## src/rtl/xor_descrambler_pkg.sv

```systemverilog
// Shared definitions for the additive (XOR/LFSR) scrambler and descrambler pair.
// The transmit scrambler and the receive descrambler must use the same
// polynomial and seed. Both sides import this package to get them.
//   SCR_POLY16       : Galois tap mask for x^16+x^14+x^13+x^11+1
//   SCR_SEED16       : reseed value loaded at every start-of-frame
//   lfsr_galois_step : one right-shifting Galois step. It works on a
//                      zero-extended state of up to LFSR_MAX_W bits.
package xor_descrambler_pkg;

  localparam int unsigned LFSR_MAX_W = 32;

  localparam logic [15:0] SCR_POLY16 = 16'hB400;
  localparam logic [15:0] SCR_SEED16 = 16'hACE1;

  // Narrower LFSRs are zero-extended. The right shift only brings zeros in
  // from the top, so the upper bits stay zero and the caller can truncate.
  function automatic logic [LFSR_MAX_W-1:0] lfsr_galois_step(
    input logic [LFSR_MAX_W-1:0] state,
    input logic [LFSR_MAX_W-1:0] poly
  );
    logic [LFSR_MAX_W-1:0] s;
    s = state >> 1;
    if (state[0]) begin
      s = s ^ poly;
    end
    return s;
  endfunction

endpackage

```

## src/rtl/xor_descrambler_lfsr_nstep.sv

```systemverilog
// lfsr_nstep: combinational N-step advance of an L-bit Galois LFSR.
// It is built as a chain of N single-step stages.
//   cur_i  [L-1:0] : state before advancing
//   next_o [L-1:0] : state after N Galois steps with tap mask POLY
module lfsr_nstep
  import xor_descrambler_pkg::*;
#(
  parameter int unsigned  L    = 16,
  parameter int unsigned  N    = 8,
  parameter logic [L-1:0] POLY = L'(SCR_POLY16)
) (
  input  logic [L-1:0] cur_i,
  output logic [L-1:0] next_o
);

  if (L > LFSR_MAX_W) begin : g_l_too_wide
    $error("lfsr_nstep: L exceeds LFSR_MAX_W");
  end
  if (N < 1) begin : g_n_zero
    $error("lfsr_nstep: N must be at least 1");
  end

  for (genvar i = 0; i < N; i++) begin : g_step
    logic [L-1:0] s_in;
    logic [L-1:0] s_out;
    if (i == 0) begin : g_first
      assign s_in = cur_i;
    end else begin : g_chain
      assign s_in = g_step[i-1].s_out;
    end
    assign s_out = L'(lfsr_galois_step(LFSR_MAX_W'(s_in), LFSR_MAX_W'(POLY)));
  end

  assign next_o = g_step[N-1].s_out;

endmodule

```

## src/rtl/xor_descrambler.sv

```systemverilog
// xor_descrambler: receive-side additive descrambler for byte streams.
// Each accepted beat is XORed with the next N LFSR keystream bits.
// The LFSR reseeds on in_sof or seed_load, so every frame decodes on its own.
// The output is a one-deep register slice with valid/ready on both sides.
//   clk, rst_n            : clock (rising edge), asynchronous active-low reset
//   seed_load             : synchronous reseed of the LFSR to SEED
//   in_valid/in_ready     : input handshake; in_data is the scrambled beat,
//                           in_sof marks the first beat of a frame
//   out_valid/out_ready   : output handshake; out_data is the descrambled beat,
//                           out_sof is carried along with it
//   beat_cnt [CNTW-1:0]   : beats accepted since the last sof (the sof beat
//                           counts as 1); saturates at all-ones
module xor_descrambler
  import xor_descrambler_pkg::*;
#(
  parameter int unsigned  N    = 8,
  parameter int unsigned  L    = 16,
  parameter logic [L-1:0] POLY = L'(SCR_POLY16),
  parameter logic [L-1:0] SEED = L'(SCR_SEED16),
  parameter int unsigned  CNTW = 16
) (
  input  logic            clk,
  input  logic            rst_n,
  input  logic            seed_load,
  input  logic            in_valid,
  output logic            in_ready,
  input  logic [N-1:0]    in_data,
  input  logic            in_sof,
  output logic            out_valid,
  input  logic            out_ready,
  output logic [N-1:0]    out_data,
  output logic            out_sof,
  output logic [CNTW-1:0] beat_cnt
);

  if (SEED == '0) begin : g_seed_zero
    $error("xor_descrambler: SEED must be nonzero");
  end
  if (N > L) begin : g_n_gt_l
    $error("xor_descrambler: N must not exceed L");
  end

  logic [L-1:0]    lfsr_q, lfsr_d;
  logic [N-1:0]    out_data_q, out_data_d;
  logic            out_sof_q, out_sof_d;
  logic            out_valid_q, out_valid_d;
  logic [CNTW-1:0] beat_cnt_q, beat_cnt_d;

  logic            acc;
  logic [L-1:0]    cur;
  logic [L-1:0]    stepped;

  // The slot can take a new beat when it is empty or is being drained this cycle.
  assign in_ready = !out_valid_q || out_ready;
  assign acc      = in_valid && in_ready;

  // A beat that starts a frame, or arrives with seed_load, decodes from SEED
  // directly. It does not wait for the register to reload.
  assign cur = (in_sof || seed_load) ? SEED : lfsr_q;

  lfsr_nstep #(
    .L    (L),
    .N    (N),
    .POLY (POLY)
  ) u_nstep (
    .cur_i  (cur),
    .next_o (stepped)
  );

  always_comb begin
    lfsr_d      = lfsr_q;
    out_data_d  = out_data_q;
    out_sof_d   = out_sof_q;
    out_valid_d = out_valid_q;
    beat_cnt_d  = beat_cnt_q;

    if (acc) begin
      // An all-zero state would lock the keystream at zero, so reseed instead.
      lfsr_d      = (stepped == '0) ? SEED : stepped;
      out_data_d  = in_data ^ cur[N-1:0];
      out_sof_d   = in_sof;
      out_valid_d = 1'b1;
      if (in_sof) begin
        beat_cnt_d = CNTW'(1);
      end else if (beat_cnt_q != {CNTW{1'b1}}) begin
        beat_cnt_d = beat_cnt_q + CNTW'(1);
      end
    end else begin
      if (seed_load) begin
        lfsr_d = SEED;
      end
      if (out_ready) begin
        out_valid_d = 1'b0;
      end
    end
  end

  always_ff @(posedge clk or negedge rst_n) begin
    if (!rst_n) begin
      lfsr_q      <= SEED;
      out_data_q  <= '0;
      out_sof_q   <= 1'b0;
      out_valid_q <= 1'b0;
      beat_cnt_q  <= '0;
    end else begin
      lfsr_q      <= lfsr_d;
      out_data_q  <= out_data_d;
      out_sof_q   <= out_sof_d;
      out_valid_q <= out_valid_d;
      beat_cnt_q  <= beat_cnt_d;
    end
  end

  assign out_valid = out_valid_q;
  assign out_data  = out_data_q;
  assign out_sof   = out_sof_q;
  assign beat_cnt  = beat_cnt_q;

endmodule
```

## config.mk

```make
export PLATFORM = sky130hd
export DESIGN_NAME = xor_descrambler
export DESIGN_NICKNAME = d
export VERILOG_FILES = /design/src/rtl/xor_descrambler_pkg.sv /design/src/rtl/xor_descrambler_lfsr_nstep.sv /design/src/rtl/xor_descrambler.sv
export SDC_FILE = /design/constraint.sdc
export NUM_CORES = 1
export LEC_CHECK = 0
export ABC_CLOCK_PERIOD_IN_PS = 6100
export CAP_MARGIN = 10
export CORE_UTILIZATION = 45
export CTS_BUF_LIST = sky130_fd_sc_hd__clkbuf_4 sky130_fd_sc_hd__clkbuf_8 sky130_fd_sc_hd__clkbuf_16
export DETAILED_ROUTE_END_ITERATION = 7
export PLACE_DENSITY_LB_ADDON = 0.08
export SLEW_MARGIN = 30
export SYNTH_ARGS = -nofsm -noshare
export SYNTH_HDL_FRONTEND = slang
export SYNTH_SLANG_ARGS = --single-unit
```

## constraint.sdc

```tcl
create_clock -name clk -period 6.1 [get_ports clk]
set_input_delay 1.22 -clock clk [delete_from_list [all_inputs] [get_ports clk]]
set_output_delay 1.22 -clock clk [all_outputs]
set_load 0.1 [all_outputs]
```

==> summary.json <==
{
  "synth_seq_area_share": 0.463,
  "cts-resized-gates": 0,
  "drtPass1Iterations": 4,
  "port_buffers": 40,
  "worst_hold_startpoint": "out_data[3]$_DFFE_PN0P_",
  "final.setup.worst_slack_ns": 1.90,
  "fillerInstances": 447,
  "wirelength_routed_um": 5380,
  "synth_nets": 268,
  "outcome": "finished clean",
  "rr_worst_depth": 6,
  "place_area_um2": 2710,
  "hp-class": "reg -> reg",
  "number_of_unique_standard_cell_types_used_by_synthesis": 39,
  "clock-skew-final_ns": 0.00419,
  "layout.cells.most_common": "clkdlybuf4s50_1",
  "drtAntennaViolNets": 0,
  "slew_viol_final": 0,
  "vias_per_cell": 5.61,
  "setup_viol": 0,
  "final_area_um2": 2810,
  "worst_pin_slew_ns": 0.973,
  "post-layout-total-power_mw": 0.789,
  "rsz_0062_raised_after_global_routing": "no",
  "crit-reg2reg-capture": "beat_cnt[11]$_DFFE_PN0P_",
  "boundaryPins": 41,
  "tns_ns": 0,
  "die_width_um": 73.4,
  "gp_congestion": 0.883,
  "slew_headroom": 0.349,
  "diode_insertion_count_for_antenna_repair": 0,
  "finalHoldViolations": 0,
  "synth.cell_area_um2": 2290,
  "cellPowerDensity_nw_per_um2": 281,
  "critical_path.cell_chain": "clkdlybuf4s50_1, nand2b_1, clkdlybuf4s50_1",
  "total_leakage_power_nw": 1.08,
  "post_synth_inst_count": 253,
  "worstPathMaxFanout": 4,
  "routed-via-count": 1975,
  "antenna_found_initial": 0,
  "cts_tree": "yes",
  "most-common-layout-cells": "clkdlybuf4s50_1 (39), dfrtp_1 (34), nand2_1 (31)",
  "layout_net_count": 299,
  "maxcap_viol_count": 0,
  "yosysTopAreaCell": "dfrtp_1",
  "synth_enable_flop_cells": 0,
  "cts-hold-fix-buffers": 0,
  "tritoncts.num_buffers": 5,
  "vdd_ir_drop_max_mv": 0.271,
  "min_delay_path_depth": 2,
  "cts_root_buf": "clkbuf_8",
  "initial_utilization": 0.476,
  "max_clock_freq_ghz": 0.238,
  "grt_max_degree": 43,
  "cts_setup_buffers": 0,
  "area_fraction_of_the_dominant_cell_type_after_synthesis": 0.371,
  "cpMostUsedCell": "clkdlybuf4s50_1",
  "cpPeakStageDelay_ns": 1.15,
  "row_count": 25,
  "worst_path_cell_with_the_longest_stage_delay": "clkdlybuf4s50_1",
  "finish.utilization": 0.584,
  "synth_top_flop_cell": "dfrtp_1",
  "ys_ff_latch": 42,
  "core_area_um2": 4820,
  "worstSkewPairLatency_ns": 0.29,
  "worstPathRequired_ns": 4.88,
  "end_kind": "output port",
  "ctsLongestPathBuffers": 2,
  "cts_max_level": 2,
  "area_growth_syn_to_layout_pct": 22.7,
  "cts.sinks": 42,
  "post-route-drc-count": 0,
  "path_clk_slew_ns": 0.08,
  "ys.warnings.count": 0,
  "routed_wire_length_per_instance_um": 15.3,
  "asyncSetResetFlopFracSynth": 1.00,
  "worstReg2RegStart": "beat_cnt[0]$_DFFE_PN0P_",
  "first_iter_violations": 107,
  "overflow": 0,
  "critPathArrivalTime_ns": 2.98,
  "dpl_worst_slack_ns": 1.75,
  "grt_pass1_wl_um": 8840,
  "worst_hold_path.endpoint": "out_data[3]$_DFFE_PN0P_",
  "grt_pass1_vias": 1732,
  "synth_top_cells_by_area": "dfrtp_1 (37%), dfstp_2 (9.2%), xor2_1 (6.5%)",
  "post-dp-hpwl_um": 3640,
  "rrSetupSlack_ns": 3.38,
  "gr-usage-all-layers": 0.217,
  "post-route-min-period_ns": 4.20,
  "layout-drive-gt1-share": 0.0877,
  "share_of_the_clock_period_used_by_the_worst_path": 0.689,
  "synthesis.area_per_instance_um2": 9.06,
  "die_area_um2": 5380,
  "timing_worst_setup_path_type": "in -> out",
  "die_h_um": 73.4,
  "cp-start-kind": "primary input"
}
## worst max-delay path by stage
stage               startpoint                      to  cells after the start
CTS                  out_ready                in_ready                      3
detailed placement      in_sof  lfsr_q[15]$_DFFE_PN1P_                      6
finish               out_ready                in_ready                      3
global route         out_ready                in_ready                      3
global placement        in_sof  lfsr_q[15]$_DFFE_PN1P_                      6
floorplan               in_sof  lfsr_q[15]$_DFFE_PN1P_                      5
## state kept, by name (all words and copies together), names as in the netlist
signal     cells
lfsr_q        16
out_data       8
beat_cnt      16
out_sof        1
out_valid      1
## critical path, delay by kind of cell
kind          cells  cell delay [ns]
simple gates      1             0.16
buf+inv           2             1.60
## cells in the mapped netlist, drive strengths merged, types with 3 or more instances
library cell and number:
or4 4, o311ai 5, dfrtp 34, xnor2 9, a31oi 6, xor2 17, o31ai 12, a21oi 14
o21ai 18, nand2b 3, dfstp 8, clkbuf 16, nor3 10, nor2 21, and3 3, a31o 3
nand3 13, nand2 31
## stage by stage
| stage | instances | hold slack (ns) |
|---|---|---|
| 3_5_place_dp | 344 | 0.469 |
| 3_3_place_gp | 344 | 0.460 |
| 6_report | 352 | 0.479 |
| 4_1_cts | 352 | 0.488 |
| 5_1_grt | 352 | 0.520 |
| 2_1_floorplan | 253 | 0.497 |
## routing by layer
metal	part of all wire	track usage	vias up
li1	-	-	976
met5	0	0	-
met4	0.0099	0.0513	0
met1	0.52	0.352	934
met3	0.060	0.0412	6
met2	0.41	0.293	59
## cells by family (layout without fill, tap and decap cells)
family                     after synthesis  in the layout  synth area share
xor gates and xnor gates                26             26            0.0993
and+or+nand+nor                         96             96             0.201
buffers and inverters                   19             51            0.0317
DFF                                     42             42             0.463
adders and majority gates                1              1           0.00546
AOI/OAI and AO/OA                       69             69             0.200
## final cells by class
type	count	area (µm²)	area share
clock inverter	1	5.00	0.00178
timing repair buffer	41	405	0.144
tap	67	83.8	0.0298
sequential	42	1060	0.377
clock buffer	7	90.1	0.0320
inverter	2	7.51	0.00267
multi-input combinational	192	1160	0.412
## power by group
part	internal, mW	switching (mW)	total, mW
logic	0.0715	0.195	0.267
registers	0.307	0.0272	0.335
clock network	0.0958	0.0921	0.188
total	0.475	0.315	0.789
(Power assumes the default switching activity.)
